$ cat src/rtl/u_dly_coarse_ctrl.sv
// Coarse delay-line tap controller: acquires the tap by sweeping upward from 0
// on a majority-style phase-detector vote, then tracks drift +/-1 tap with
// hysteresis. Every tap decision is followed by a settle wait before sampling.
module u_dly_coarse_ctrl #(
    parameter int unsigned SETTLE_CYC = 8,
    parameter int unsigned NSAMP      = 16,
    parameter int unsigned THR        = 4
) (
    input  logic       i_clk,
    input  logic       i_rstn,
    input  logic       i_en,
    input  logic       i_start,
    input  logic       i_pd_early,
    output logic [1:0] o_sel,
    output logic       o_lock,
    output logic       o_busy,
    output logic       o_sat
);

    localparam int unsigned EW   = $clog2(NSAMP + 1);
    localparam int unsigned CMAX = (SETTLE_CYC > NSAMP) ? SETTLE_CYC : NSAMP;
    localparam int unsigned CW   = $clog2(CMAX);

    localparam logic [1:0] ST_IDLE   = 2'd0;
    localparam logic [1:0] ST_SETTLE = 2'd1;
    localparam logic [1:0] ST_SAMPLE = 2'd2;
    localparam logic [1:0] ST_DECIDE = 2'd3;

    localparam logic MODE_ACQ = 1'b0;
    localparam logic MODE_TRK = 1'b1;

    localparam logic [EW-1:0] EARLY_TH    = EW'(NSAMP - THR);
    localparam logic [EW-1:0] LATE_TH     = EW'(THR);
    localparam logic [CW-1:0] SETTLE_LAST = CW'(SETTLE_CYC - 1);
    localparam logic [CW-1:0] SAMP_LAST   = CW'(NSAMP - 1);

    logic [1:0]    state;
    logic          mode;
    logic [CW-1:0] cnt;
    logic [EW-1:0] e_cnt;
    logic          vote_early;
    logic          vote_late;

    // Classify the completed vote window against the hysteresis thresholds
    always_comb begin
        vote_early = (e_cnt >= EARLY_TH);
        vote_late  = (e_cnt <= LATE_TH);
    end

    // Control FSM: enable/start overrides, settle/sample sequencing, tap decisions
    always_ff @(posedge i_clk or negedge i_rstn) begin
        if (!i_rstn) begin
            state  <= ST_IDLE;
            mode   <= MODE_ACQ;
            cnt    <= '0;
            e_cnt  <= '0;
            o_sel  <= '0;
            o_lock <= 1'b0;
            o_busy <= 1'b0;
            o_sat  <= 1'b0;
        end else if (!i_en) begin
            // Disable wins over start; tap and saturation flag are retained
            state  <= ST_IDLE;
            o_busy <= 1'b0;
            o_lock <= 1'b0;
        end else if (i_start) begin
            // Start from IDLE and abort while busy share the same restart
            state  <= ST_SETTLE;
            o_busy <= 1'b1;
            mode   <= MODE_ACQ;
            cnt    <= '0;
            e_cnt  <= '0;
            o_sel  <= '0;
            o_lock <= 1'b0;
            o_sat  <= 1'b0;
        end else begin
            case (state)
                ST_IDLE: begin
                    o_busy <= 1'b0;
                end
                ST_SETTLE: begin
                    if (cnt == SETTLE_LAST) begin
                        cnt   <= '0;
                        e_cnt <= '0;
                        state <= ST_SAMPLE;
                    end else begin
                        cnt <= cnt + 1'b1;
                    end
                end
                ST_SAMPLE: begin
                    e_cnt <= e_cnt + EW'(i_pd_early);
                    if (cnt == SAMP_LAST) begin
                        cnt   <= '0;
                        state <= ST_DECIDE;
                    end else begin
                        cnt <= cnt + 1'b1;
                    end
                end
                ST_DECIDE: begin
                    state <= ST_SETTLE;
                    cnt   <= '0;
                    if (mode == MODE_ACQ) begin
                        if (vote_early && (o_sel != 2'd3)) begin
                            o_sel <= o_sel + 2'd1;
                            o_sat <= 1'b0;
                        end else if (vote_early) begin
                            o_sat  <= 1'b1;
                            o_lock <= 1'b1;
                            mode   <= MODE_TRK;
                        end else begin
                            o_sat  <= 1'b0;
                            o_lock <= 1'b1;
                            mode   <= MODE_TRK;
                        end
                    end else begin
                        if (vote_early) begin
                            if (o_sel != 2'd3) begin
                                o_sel <= o_sel + 2'd1;
                                o_sat <= 1'b0;
                            end else begin
                                o_sat <= 1'b1;
                            end
                        end else if (vote_late) begin
                            if (o_sel != 2'd0) begin
                                o_sel <= o_sel - 2'd1;
                                o_sat <= 1'b0;
                            end else begin
                                o_sat <= 1'b1;
                            end
                        end else begin
                            o_sat <= 1'b0;
                        end
                    end
                end
                default: begin
                    state  <= ST_IDLE;
                    o_busy <= 1'b0;
                end
            endcase
        end
    end

endmodule

$ cat config.mk
export PLATFORM = sky130hd
export DESIGN_NAME = u_dly_coarse_ctrl
export DESIGN_NICKNAME = d
export VERILOG_FILES = /design/src/rtl/u_dly_coarse_ctrl.sv
export SDC_FILE = /design/constraint.sdc
export NUM_CORES = 1
export LEC_CHECK = 0
export ABC_AREA = 1
export ABC_CLOCK_PERIOD_IN_PS = 1600
export CORE_MARGIN = 2
export CORE_UTILIZATION = 35
export CTS_CLUSTER_SIZE = 16
export DETAILED_ROUTE_END_ITERATION = 10
export DONT_BUFFER_PORTS = 1
export GPL_TIMING_DRIVEN = 0
export SETUP_SLACK_MARGIN = 0.4
export SYNTH_ARGS = -nofsm -noshare
export SYNTH_HDL_FRONTEND = slang
export SYNTH_SLANG_ARGS = --single-unit
$ cat constraint.sdc
create_clock -name i_clk -period 1.6 [get_ports i_clk]
set_input_delay 0.24 -clock i_clk [delete_from_list [all_inputs] [get_ports i_clk]]
set_output_delay 0.24 -clock i_clk [all_outputs]
set_load 0.02 [all_outputs]
==> flow_summary.json <==
{
  "cts_buffers": 3,
  "synth_area_per_cell_um2": 7.49,
  "worst_setup_path_end_kind": "register",
  "synth_cells": 156,
  "number_of_antenna_violations_at_the_first_check_in_global_routing": 0,
  "finalCoreUtilization_pct": 48.5,
  "fp.coreArea_um2": 3100,
  "max_freq_ghz": 0.732,
  "timing.max_cap.violations": 0,
  "worst_setup_slack_post_dpl_ns": 0.251,
  "num_rows": 20,
  "synth-warning-count": 0,
  "worstHoldPathType": "primary input to register",
  "numPortBuffers": 0,
  "relSlewSlack_pct": 45.0,
  "fin_worst_skew_ns": 0.00387,
  "finalSetupViolCount": 0,
  "cts_tree": "built",
  "num_vias": 1060,
  "drt_pass1_iterations": 5,
  "setup_repair_after_global_routing_missed_its_margin": "true",
  "synth.cell_area_um2": 1170,
  "setup_tns_ns": 0,
  "postRouteWirelength_mm": 2.82,
  "p_switching_uw": 490,
  "pin_count": 10,
  "insertedDiodeCount": 0,
  "post-route-period-util_pct": 85.4,
  "antenna_left": 0,
  "cts_max_path_buffers": 2,
  "worst_skew_pair.late_latency_ns": 0.30,
  "filler_cell_count": 323,
  "synth_seq_cells": 17,
  "root_buffer": "sky130_fd_sc_hd__clkbuf_4",
  "postLayoutSetupSlackWorst_ns": 0.234,
  "grt-ovfl-total": 0,
  "detail_route.wl_per_cell_um": 13.1,
  "non_filler_cells_in_the_finished_layout": 215,
  "power.share.clock_pct": 19.4,
  "whs_ns": 0.180,
  "share_comb_of_total_power_pct": 34.9,
  "grt_pass1_vias": 1054,
  "grt_max_degree": 18,
  "dp_cells": 200,
  "slew_viol_final": 0,
  "critPathRequiredTime_ns": 1.80,
  "finalNetCount": 186,
  "initial_core_util_pct": 37.7,
  "internal-power_uw": 791,
  "clock-sinks": 17,
  "cts-htree-levels": 1,
  "final_cell_mix": "29 x sky130_fd_sc_hd__nand2_1, 18 x sky130_fd_sc_hd__nand3_1, 15 x sky130_fd_sc_hd__nor2_1",
  "timing_worst_slew_pin_value_ns": 0.822,
  "vdd.ir_drop.worst_mv": 0.490,
  "groute.usage.overall_pct": 16.9,
  "fp.dieH_um": 61.8,
  "status": "completed",
  "seq_power_share_pct": 45.6,
  "mappedNetlistNets": 170,
  "hpwl_mm": 1.87,
  "initialDrtViolationCount": 43,
  "post-route-min-period_ns": 1.37,
  "worst-endpoint-arrival_ns": 1.57,
  "timing.critical_path.from_type": "register",
  "grt_pass1_wl_mm": 4.71,
  "layout.cells.most_common": "sky130_fd_sc_hd__nand2_1",
  "layout-area-overhead-vs-synth_pct": 28.7,
  "cts.clk_slew.worst_paths_ns": 0.11,
  "ys_types": 24,
  "drt_drc_violations_left": 0,
  "drive_gt1_share_pct": 36.3,
  "critical_path_class": "register to register",
  "floorplan_die_area_um2": 3820,
  "yosysSeqAreaShare_pct": 36.4,
  "final_hold_viol_count": 0,
  "p_leak_uw": 0.000697,
  "route.detailed.vias_per_inst": 4.93,
  "globalplace.congestion": 0.884,
  "critical_path_peak_fanout": 7,
  "power.switching_fraction_pct": 38.3,
  "die_width_um": 61.8,
  "pwr_density_cell_nw_per_um2": 851
}
cell families (layout without fill, tap and decap cells):
logic type | after synthesis | in the layout | share of synthesized area, %
AOI/OAI and AO/OA | 17 | 17 | 9.10
and+or+nand+nor | 88 | 88 | 35.3
DFF | 17 | 17 | 36.4
buffers and inverters | 24 | 39 | 8.78
xor gates and xnor gates | 1 | 1 | 0.750
adders and majority gates | 9 | 9 | 9.64
final timing paths:
path	end	cells after the start	slack, ns	start
worst min register to register	cnt[3]	2	0.50	cnt[3]
min in group asynchronous	e_cnt[3]	1	0.47	i_rstn
worst max-delay path	e_cnt[2]	8	0.23	state[0]
worst max register to register	e_cnt[2]	8	0.23	state[0]
max in group asynchronous	state[1]	1	0.57	i_rstn
worst min-delay path	e_cnt[0]	3	0.18	i_pd_early
critical path, stage by stage, from the launching register on:
cell,delay (ns)
sky130_fd_sc_hd__dfrtp_2,0.48
sky130_fd_sc_hd__buf_12,0.14
sky130_fd_sc_hd__ha_4,0.16
sky130_fd_sc_hd__nor2_4,0.09
sky130_fd_sc_hd__nor2_2,0.04
sky130_fd_sc_hd__nand2_2,0.10
sky130_fd_sc_hd__nand2_4,0.11
sky130_fd_sc_hd__nand3_2,0.09
sky130_fd_sc_hd__o21ai_1,0.06
layout make-up:
cell class	instances	area [um2]	share of cell area, %
Inverter	23	93.8	6.24
Clock buffer	3	22.5	1.50
Clock inverter	1	5.00	0.333
Buffer	1	11.3	0.749
Timing Repair Buffer	11	100	6.66
Tap cell	44	55.1	3.66
Multi-Input combinational cell	115	786	52.2
Sequential cell	17	430	28.6
cells in the mapped netlist:
master / count / area share, %
sky130_fd_sc_hd__nand2_2: 4 / 2.1
sky130_fd_sc_hd__inv_1: 21 / 6.7
sky130_fd_sc_hd__nor2_2: 1 / 0.54
sky130_fd_sc_hd__o21ai_2: 1 / 0.75
sky130_fd_sc_hd__nand2_4: 3 / 2.9
sky130_fd_sc_hd__nand2_1: 35 / 11
sky130_fd_sc_hd__inv_2: 1 / 0.32
sky130_fd_sc_hd__a21oi_1: 6 / 2.6
sky130_fd_sc_hd__inv_6: 1 / 0.75
sky130_fd_sc_hd__a21oi_2: 1 / 0.75
sky130_fd_sc_hd__nand4_1: 3 / 1.6
sky130_fd_sc_hd__nand3_1: 21 / 9.0
sky130_fd_sc_hd__dfrtp_1: 17 / 36
sky130_fd_sc_hd__nor3_1: 2 / 0.86
sky130_fd_sc_hd__buf_6: 1 / 0.96
sky130_fd_sc_hd__a21oi_4: 1 / 1.4
sky130_fd_sc_hd__nor2_1: 17 / 5.5
sky130_fd_sc_hd__ha_1: 9 / 9.6
sky130_fd_sc_hd__a21o_1: 1 / 0.64
sky130_fd_sc_hd__nor2_4: 1 / 0.96
sky130_fd_sc_hd__o21ai_1: 3 / 1.3
sky130_fd_sc_hd__xor2_1: 1 / 0.75
sky130_fd_sc_hd__nor3b_1: 1 / 0.64
sky130_fd_sc_hd__o21ai_0: 4 / 1.7
power by group through the flow:
stage / Sequential [uW] / Combinational (uW) / Clock (uW)
floorplan: 574 / 248 / 0
global placement: 590 / 287 / 0
detailed placement: 590 / 296 / 0
CTS: 578 / 360 / 263
global route: 593 / 514 / 282
finish: 585 / 447 / 249
registers in the layout (all words and copies together) (netlist names):
register	cells
o_lock	1
cnt	4
o_sel	2
o_busy	1
o_sat	1
state	2
e_cnt	5
mode	1
metrics by stage:
step,total power (uW),area (um2)
2_1_floorplan,822,1210
3_3_place_gp,877,1260
3_5_place_dp,886,1260
4_1_cts,1200,1390
5_1_grt,1390,1500
6_report,1280,1500
repair_timing:
action                                  in CTS  in global routing
hold endpoints to repair                    18                  0
cloned                                       0                  0
setup buffers                                5                  4
hold buffers                                 2                  0
pin swaps                                    6                 14
resized for setup                           10                 21
endpoints found under the setup margin      15                 16
per-layer routing:
metal  GRT usage [%]  vias up  wire length [um]
met3            5.38        2                96
met5               0        -                 0
met2            30.2       14              1480
met1            19.1      509              1230
met4            5.17        0                12
li1                -      535                 -
Note: power is estimated with default switching activity, not from simulation.
